`src/rtl/adxl362_spi_master.sv`:
```
// SPI mode-0 master issuing single-register ADXL362 read/write frames
// (command, address, data) and returning the byte captured on reads.
module adxl362_spi_master #(
    parameter int CLK_DIV = 8
) (
    input  logic       clk_16mhz,
    input  logic       reset,
    input  logic       start,
    input  logic       rw,
    input  logic [5:0] address,
    input  logic [7:0] data_write,
    output logic [7:0] data_read,
    output logic       busy,
    output logic       done,
    output logic       cs_n,
    output logic       sclk,
    output logic       mosi,
    input  logic       miso
);
    localparam int HALF_W = $clog2(CLK_DIV);
    localparam logic [HALF_W-1:0] HALF_LAST = HALF_W'(CLK_DIV - 1);
    localparam logic [4:0] LAST_BIT = 5'd23;

    typedef enum logic [2:0] {IDLE, SETUP, SHIFT_HI, SHIFT_LO, GAP} state_t;

    state_t            state_reg, state_next;
    logic [HALF_W-1:0] half_reg, half_next;
    logic [4:0]        bit_reg, bit_next;
    logic [23:0]       tx_reg, tx_next;
    logic [7:0]        rx_reg, rx_next;
    logic              rw_reg, rw_next;
    logic [7:0]        data_read_reg, data_read_next;
    logic              done_reg, done_next;

    always_ff @(posedge clk_16mhz) begin
        if (reset) begin
            state_reg     <= IDLE;
            half_reg      <= '0;
            bit_reg       <= '0;
            tx_reg        <= '0;
            rx_reg        <= '0;
            rw_reg        <= 1'b0;
            data_read_reg <= '0;
            done_reg      <= 1'b0;
        end else begin
            state_reg     <= state_next;
            half_reg      <= half_next;
            bit_reg       <= bit_next;
            tx_reg        <= tx_next;
            rx_reg        <= rx_next;
            rw_reg        <= rw_next;
            data_read_reg <= data_read_next;
            done_reg      <= done_next;
        end
    end

    always_comb begin
        state_next     = state_reg;
        half_next      = half_reg;
        bit_next       = bit_reg;
        tx_next        = tx_reg;
        rx_next        = rx_reg;
        rw_next        = rw_reg;
        data_read_next = data_read_reg;
        done_next      = 1'b0;

        if (state_reg == IDLE) begin
            if (start) begin
                state_next = SETUP;
                half_next  = '0;
                bit_next   = '0;
                rw_next    = rw;
                tx_next    = {(rw ? 8'h0B : 8'h0A), 2'b00, address,
                              (rw ? 8'h00 : data_write)};
            end
        end else if (half_reg != HALF_LAST) begin
            half_next = half_reg + 1'b1;
        end else begin
            half_next = '0;
            // Each phase ends here; rising sclk samples miso, falling sclk shifts mosi.
            case (state_reg)
                SETUP: begin
                    state_next = SHIFT_HI;
                    rx_next    = {rx_reg[6:0], miso};
                end
                SHIFT_HI: begin
                    state_next = SHIFT_LO;
                    tx_next    = {tx_reg[22:0], 1'b0};
                end
                SHIFT_LO: begin
                    if (bit_reg == LAST_BIT) begin
                        state_next = GAP;
                        done_next  = 1'b1;
                        if (rw_reg) begin
                            data_read_next = rx_reg;
                        end
                    end else begin
                        state_next = SHIFT_HI;
                        bit_next   = bit_reg + 5'd1;
                        rx_next    = {rx_reg[6:0], miso};
                    end
                end
                GAP:     state_next = IDLE;
                default: state_next = IDLE;
            endcase
        end
    end

    assign cs_n      = (state_reg == IDLE) || (state_reg == GAP);
    assign sclk      = (state_reg == SHIFT_HI);
    assign busy      = (state_reg != IDLE);
    assign mosi      = (state_reg == SETUP || state_reg == SHIFT_HI || state_reg == SHIFT_LO)
                       ? tx_reg[23] : 1'b0;
    assign done      = done_reg;
    assign data_read = data_read_reg;
endmodule

```
`config.mk`:
```
export PLATFORM = sky130hd
export DESIGN_NAME = adxl362_spi_master
export DESIGN_NICKNAME = d
export VERILOG_FILES = /design/src/rtl/adxl362_spi_master.sv
export SDC_FILE = /design/constraint.sdc
export NUM_CORES = 1
export LEC_CHECK = 0
export CORE_MARGIN = 2
export CORE_UTILIZATION = 48
export CTS_CLUSTER_DIAMETER = 100
export DETAILED_ROUTE_END_ITERATION = 10
export PLACE_DENSITY_LB_ADDON = 0.2
export SLEW_MARGIN = 30
export SYNTH_ARGS = -nofsm -noshare
export SYNTH_HDL_FRONTEND = slang
export SYNTH_SLANG_ARGS = --single-unit
```
`constraint.sdc`:
```
create_clock -name clk_16mhz -period 1.8 [get_ports clk_16mhz]
set_input_delay 0.27 -clock clk_16mhz [delete_from_list [all_inputs] [get_ports clk_16mhz]]
set_output_delay 0.27 -clock clk_16mhz [all_outputs]
set_load 0.05 [all_outputs]
```
**Yosys cells after proc, flatten, opt, wreduce, memory -nomap -nowiden**

Cells that the tools add are included.

- Eq/ne operators: 10
- Reduce and logical (&&, ||, !) cells: 15
- Bitwise logic cells: 3
- Multiplexer cells: 23
- Add/sub/neg operators: 2

Operator list:

| cell | count |
|---|---|
| two-way mux 24 bit | 4 |
| two-way mux 5 bit | 5 |
| two-way mux 3 bit | 7 |
| two-way mux 8 bit | 2 |
| case mux 8 bit (2 select lines) | 1 |
| case mux 3 bit (3 select lines) | 1 |
| != test 2 bit, second input constant | 4 |
| AND reduction 4 bit | 2 |
| equality test 3 x 2 -> 1 bit, second input constant | 2 |
| nonzero test 2 bit | 3 |
| adder 5 x 1 -> 5 bit, second input constant | 1 |
| equality test 5 bit, second input constant | 1 |
| AND reduction 5 bit | 1 |
| AND reduction 2 bit | 2 |
| OR reduction 4 bit | 1 |
| adder 3 x 1 -> 3 bit, second input constant | 1 |
| equality test 3 x 1 -> 1 bit, second input constant | 1 |
| equality test 3 bit, second input constant | 1 |
| zero test 3 bit | 1 |
| logical OR 1 bit | 3 |
| two-way mux 1 bit | 3 |
| != test 3 bit, second input constant | 1 |
| NOT 1 bit | 3 |
| AND reduction 3 bit | 1 |
| nonzero test 3 bit | 1 |

- Bits of input ports: 19
- Bits in registers: 53
- Output and inout bits: 13
- Logic and storage cells: 61

**Logic depth before layout (Yosys ltp)**

- Word-level depth: 5
- Mapped depth: 7
- Gate-level depth less buffers: 5

**Worst setup path after synthesis**

OpenSTA, ideal clock, no wires.

- Path type: reg2out
- From: register state_reg[0]
- To: output mosi
- Arrival: 2.005 ns
- Data required time: 1.530 ns
- Path buffers: 1
- Stages on the path, launching flop included: 4
- Slack: -0.475 ns
- Path through: dfxtp_1 > buf_2 > nor2_1 > nor3b_1

- Cells in the longest elaborated chain, start to end: 4
- Elaborated cells on any way between the ends: 6
- Those cells by class: 3 x eq/ne; 1 x mux; 2 x reduce/logical

RTL lines:

| what | RTL line | source |
|---|---|---|
| start: declaration | 26 | `state_t state_reg, state_next;` |
| start signal: assignment | 46 | `state_reg <= state_next;` |
| equality test 3 x 1 -> 1 bit / equality test 3 x 2 -> 1 bit (equally long branches) | 112 | `assign mosi = (state_reg == SETUP \|\| state_reg == SHIFT_HI \|\| state_reg == SHIFT_LO)` |
| logical OR 1 bit | 112 |  |
| logical OR 1 bit * | 112 |  |
| two-way mux 1 bit * | 113 | `? tx_reg[23] : 1'b0;` |
| end: declaration | 17 | `output logic mosi,` |

Every way passes the cells marked *; elsewhere a longest branch is shown, timed or not.

**Worst setup path in the final report**

- From: register data_read_reg[0] (netlist: data_read[0])
- To: output data_read[0]

RTL lines:

| what | RTL line | source |
|---|---|---|
| start: declaration | 32 | `logic [7:0] data_read_reg, data_read_next;` |
| start signal: assignment | 52 | `data_read_reg <= data_read_next;` |
| end: declaration | 12 | `output logic [7:0] data_read,` |

No word-level cell between the ends.

==> results.md <==
* IO Pins at 32
* H-Tree Depth at 2
* Cell row count at 25
* Slew Limit Fails at 0
* Cell-by-cell trace of the critical path: clkdlybuf4s50_1
* Tot Pwr at approximately 2.2 mW
* Post-synth top cells: 53 x dfxtp_1, 36 x a21oi_1, 19 x nand2_1, 19 x nand2b_1, 17 x mux2i_1
* Xor and xnor area share after synthesis at 0%
* Psw at between 500 and 600 µW
* Hold Startpoint: tx_reg[18]
* Status: completed
* Mapped Area at around 2300 µm²
* Max FO, Critical Path at 2
* Post-synthesis sequential area ratio at roughly 46%
* Die X at about 73 µm
* Synth Net Count at 269
* R2R setup slack at ~0.14 ns
* Seq pwr share at 56.7%
* Mux share of post-synthesis cell area at 7.99%
* Ratio of cells with drive above 1 in the final layout at 16.4%
* CTS sink count at 53
* Reg2reg start: half_reg[0]
* First-pass GRT wire length at a little over 8000 µm
* DRC errors left at 0
* EDFF count, synth at 0
* Setup Skew at between 0.008 and 0.009 ns
* DIE AREA at approximately 5400 µm²
* Final-stage net count at 307
* Unique masters post-synth at 38
* Die H at between 70 and 80 µm
* Syn. warnings at 0
* Root Driver: clkbuf_8
* Top-count cell post-synth: dfxtp_1
* Number of global-route vias before repair at roughly 1800
* Max Cap Viol at 0
* TritonCTS clock tree: done
* Filler-free cell count of the finished design at 340
* Synth Area in Simple Gates at approximately 20%
* Num CTS Buffers at 5
* Via count at 1931
* Synthesis-stage register bit count at 53
* WL/cell at roughly 14 µm
* Largest area contributor in the netlist: dfxtp_1
* CP arrival at around 1.4 ns
* Lkg Pwr at 1.09 nW
* IO Port Bufs at 31
* Clock power frac at between 30% and 40%
* Setup-failing EPs final at 0
* RSZ-0062 raised after global routing: no
* Tmin final at between 1.5 and 2 ns
* Power per cell area at 749 nW/µm²
* Post-route cell area at 2910 µm²
* FMAX at ~600 MHz
* Hold Path Stages at 2
* Area contributors post-synth: dfxtp_1 46%, a21oi_1 7.8%, mux2i_1 7.3%, nand2b_1 5.1%, a311oi_1 3.4%
* Footprint of the multi-input gates at approximately 1200 µm²
* Post-synth top flop: dfxtp_1
* Post-cts hold buffer count at 0
* Hold crit path type: reg2reg
* Synth Area in Compound Gates at 20.4%
* Hold Path Sink: tx_reg[19]
* Reg2Reg Depth at 5
* Starting density of the core at 49.4%
* Largest net degree at the start of global routing at 53
* Worst vdd ir at roughly 0.36 mV
* CP startpoint kind: flip-flop
* Crit. path cell count at 1
* Fin. Hold Viols at 0
* Reg-to-reg endpoint: bit_reg[3]
* Final period utilization at 95.2%
* Worst-Margin Slew at roughly 0.5 ns
* Post-Place Cells at 332
* CP endpoint kind: output pin
* Top delay family on crit path: buffers and inverters
* P_int at between 1.5 and 2 mW
* Initial DRC count at between 100 and 150
* Initial antenna violation count at 0
* Sw frac at between 20% and 30%
* Area Growth Syn to Fin at 25.6%
* Post-DP Area at around 2800 µm²
* Drt pass-1 iters at 4
* Max incr delay on CP at roughly 0.80 ns
* Combinational family with the most area after synthesis: compound AO/OA/AOI/OAI gates
* Bufs on Longest Clock Path at 2
* GPL Wtd Cong at 0.747
* CP Buf/Inv Count at 1
* Hold slack at around 0.47 ns
* Comb pwr share at 12.4%
* Post-Route WL at 4710 µm
* Worst skew pair latency at just over 0.3 ns
* Slew HR at between 60% and 70%
* Post-Synth Adder-Cell Area at 1.62%
* ANT cells at 0
* Share of the synthesized area in the top cell type at a little under half
* Sequential cell area at approximately 1100 µm²
* Syn Area/Cell at 9.38 µm²
* Worst endpoint required time at 1.53 ns
* Fillers at ~420
* Total global-route track usage at between 10% and 20%
* Clock transition at the registers of the reported paths at 0.10 ns
* Cells after Synth at around 250
* Post-synth ARST share at 0%
* Max reg flops at 24
* Worst path slowest cell: clkdlybuf4s50_1
* Post-detail-place hpwl at approximately 3200 µm
* CP Class: reg2out
* Total grt overflow at 0
* Post-route ant nets at 0
* Core area at between 4000 and 5000 µm²
* Vias per cell at about 5.7
## timing repair
| action | CTS | global route |
|---|---|---|
| endpoints found under the setup margin | 18 | 13 |
| resized for setup | 3 | 5 |
| setup buffers | 0 | 0 |
## final cells by class
type                       instances  share of cell area (%)
inverter                           4                   0.516
multi-input combinational        171                    40.7
clock inverter                     2                   0.473
clock buffer                       6                    2.49
tap                               54                    2.32
timing repair buffer              50                    16.9
sequential                        53                    36.6
## metal layers
metal	vias to the layer above	track usage (%)	wire length, µm
met5	-	0	0
met4	0	5.45	53
met3	6	4.25	174
met2	42	31.4	2170
met1	907	24.6	2320
li1	976	-	-
## power groups by stage
stage	logic [mW]	registers, mW	clock network (mW)
2_1_floorplan	0.164	1.25	0
3_3_place_gp	0.264	1.26	0
3_5_place_dp	0.267	1.26	0
4_1_cts	0.271	1.24	0.687
5_1_grt	0.298	1.24	0.713
6_report	0.270	1.24	0.674
## worst reg2reg max path, delay by kind of cell (launching register included)
family,cells,cell delay [ns]
flip-flops,1,0.36
AO/OA/AOI/OAI,1,0.15
AND/OR/NAND/NOR,2,0.67
adder cells (fa/ha/maj),2,0.39
## how the worst max path moves through the flow
stage	startpoint	end	slack, ns
2_1_floorplan	state_reg[0]	mosi	0.0007
3_3_place_gp	start	tx_reg[11]	-0.05
3_5_place_dp	half_reg[0]	tx_reg[11]	-0.11
4_1_cts	state_reg[0]	sclk	0.03
5_1_grt	state_reg[2]	busy	0.03
6_report	data_read[0]	data_read[0]	0.09
## placed cells by master, fill, tap and decap left out, drive strengths merged
cell type | synthesis | final
nand2 | 19 | 19
mux2i | 17 | 17
or4 | 1 | 1
clkbuf | 11 | 6
or3 | 4 | 4
and2 | 1 | 1
or2 | 1 | 1
dfxtp | 53 | 53
a311oi | 9 | 9
mux2 | 1 | 1
nor2b | 2 | 2
inv | 3 | 4
a211oi | 9 | 9
buf | 8 | 23
nand3 | 4 | 4
nor4 | 1 | 1
and4b | 2 | 2
nor3b | 1 | 1
o211ai | 2 | 2
nand3b | 4 | 4
or4b | 1 | 1
nor2 | 5 | 5
nand2b | 19 | 19
a21oi | 36 | 36
o31ai | 1 | 1
o21ai | 10 | 10
ha | 3 | 3
clkdlybuf4s50 | 0 | 27
nand4 | 8 | 8
a22oi | 7 | 7
nand4b | 1 | 1
clkinv | 1 | 2
nor3 | 1 | 1
a31o | 1 | 1
## kinds of logic after synthesis
kind of cell | count (synthesis)
AOI/OAI and AO/OA | 75
buffers and inverters | 23
muxes | 18
adders and majority gates | 3
and+or+nand+nor | 75
DFF | 53
## per-stage QoR
step                util, %  TNS (ns)  worst slack [ns]
floorplan                 -         0          0.000698
global placement       59.6    -0.659           -0.0541
detailed placement     59.6     -1.34            -0.112
CTS                    61.7         0            0.0315
global route           62.1         0            0.0330
finish                 62.1         0            0.0863
No activity file was read; power rests on OpenSTA's default activity.
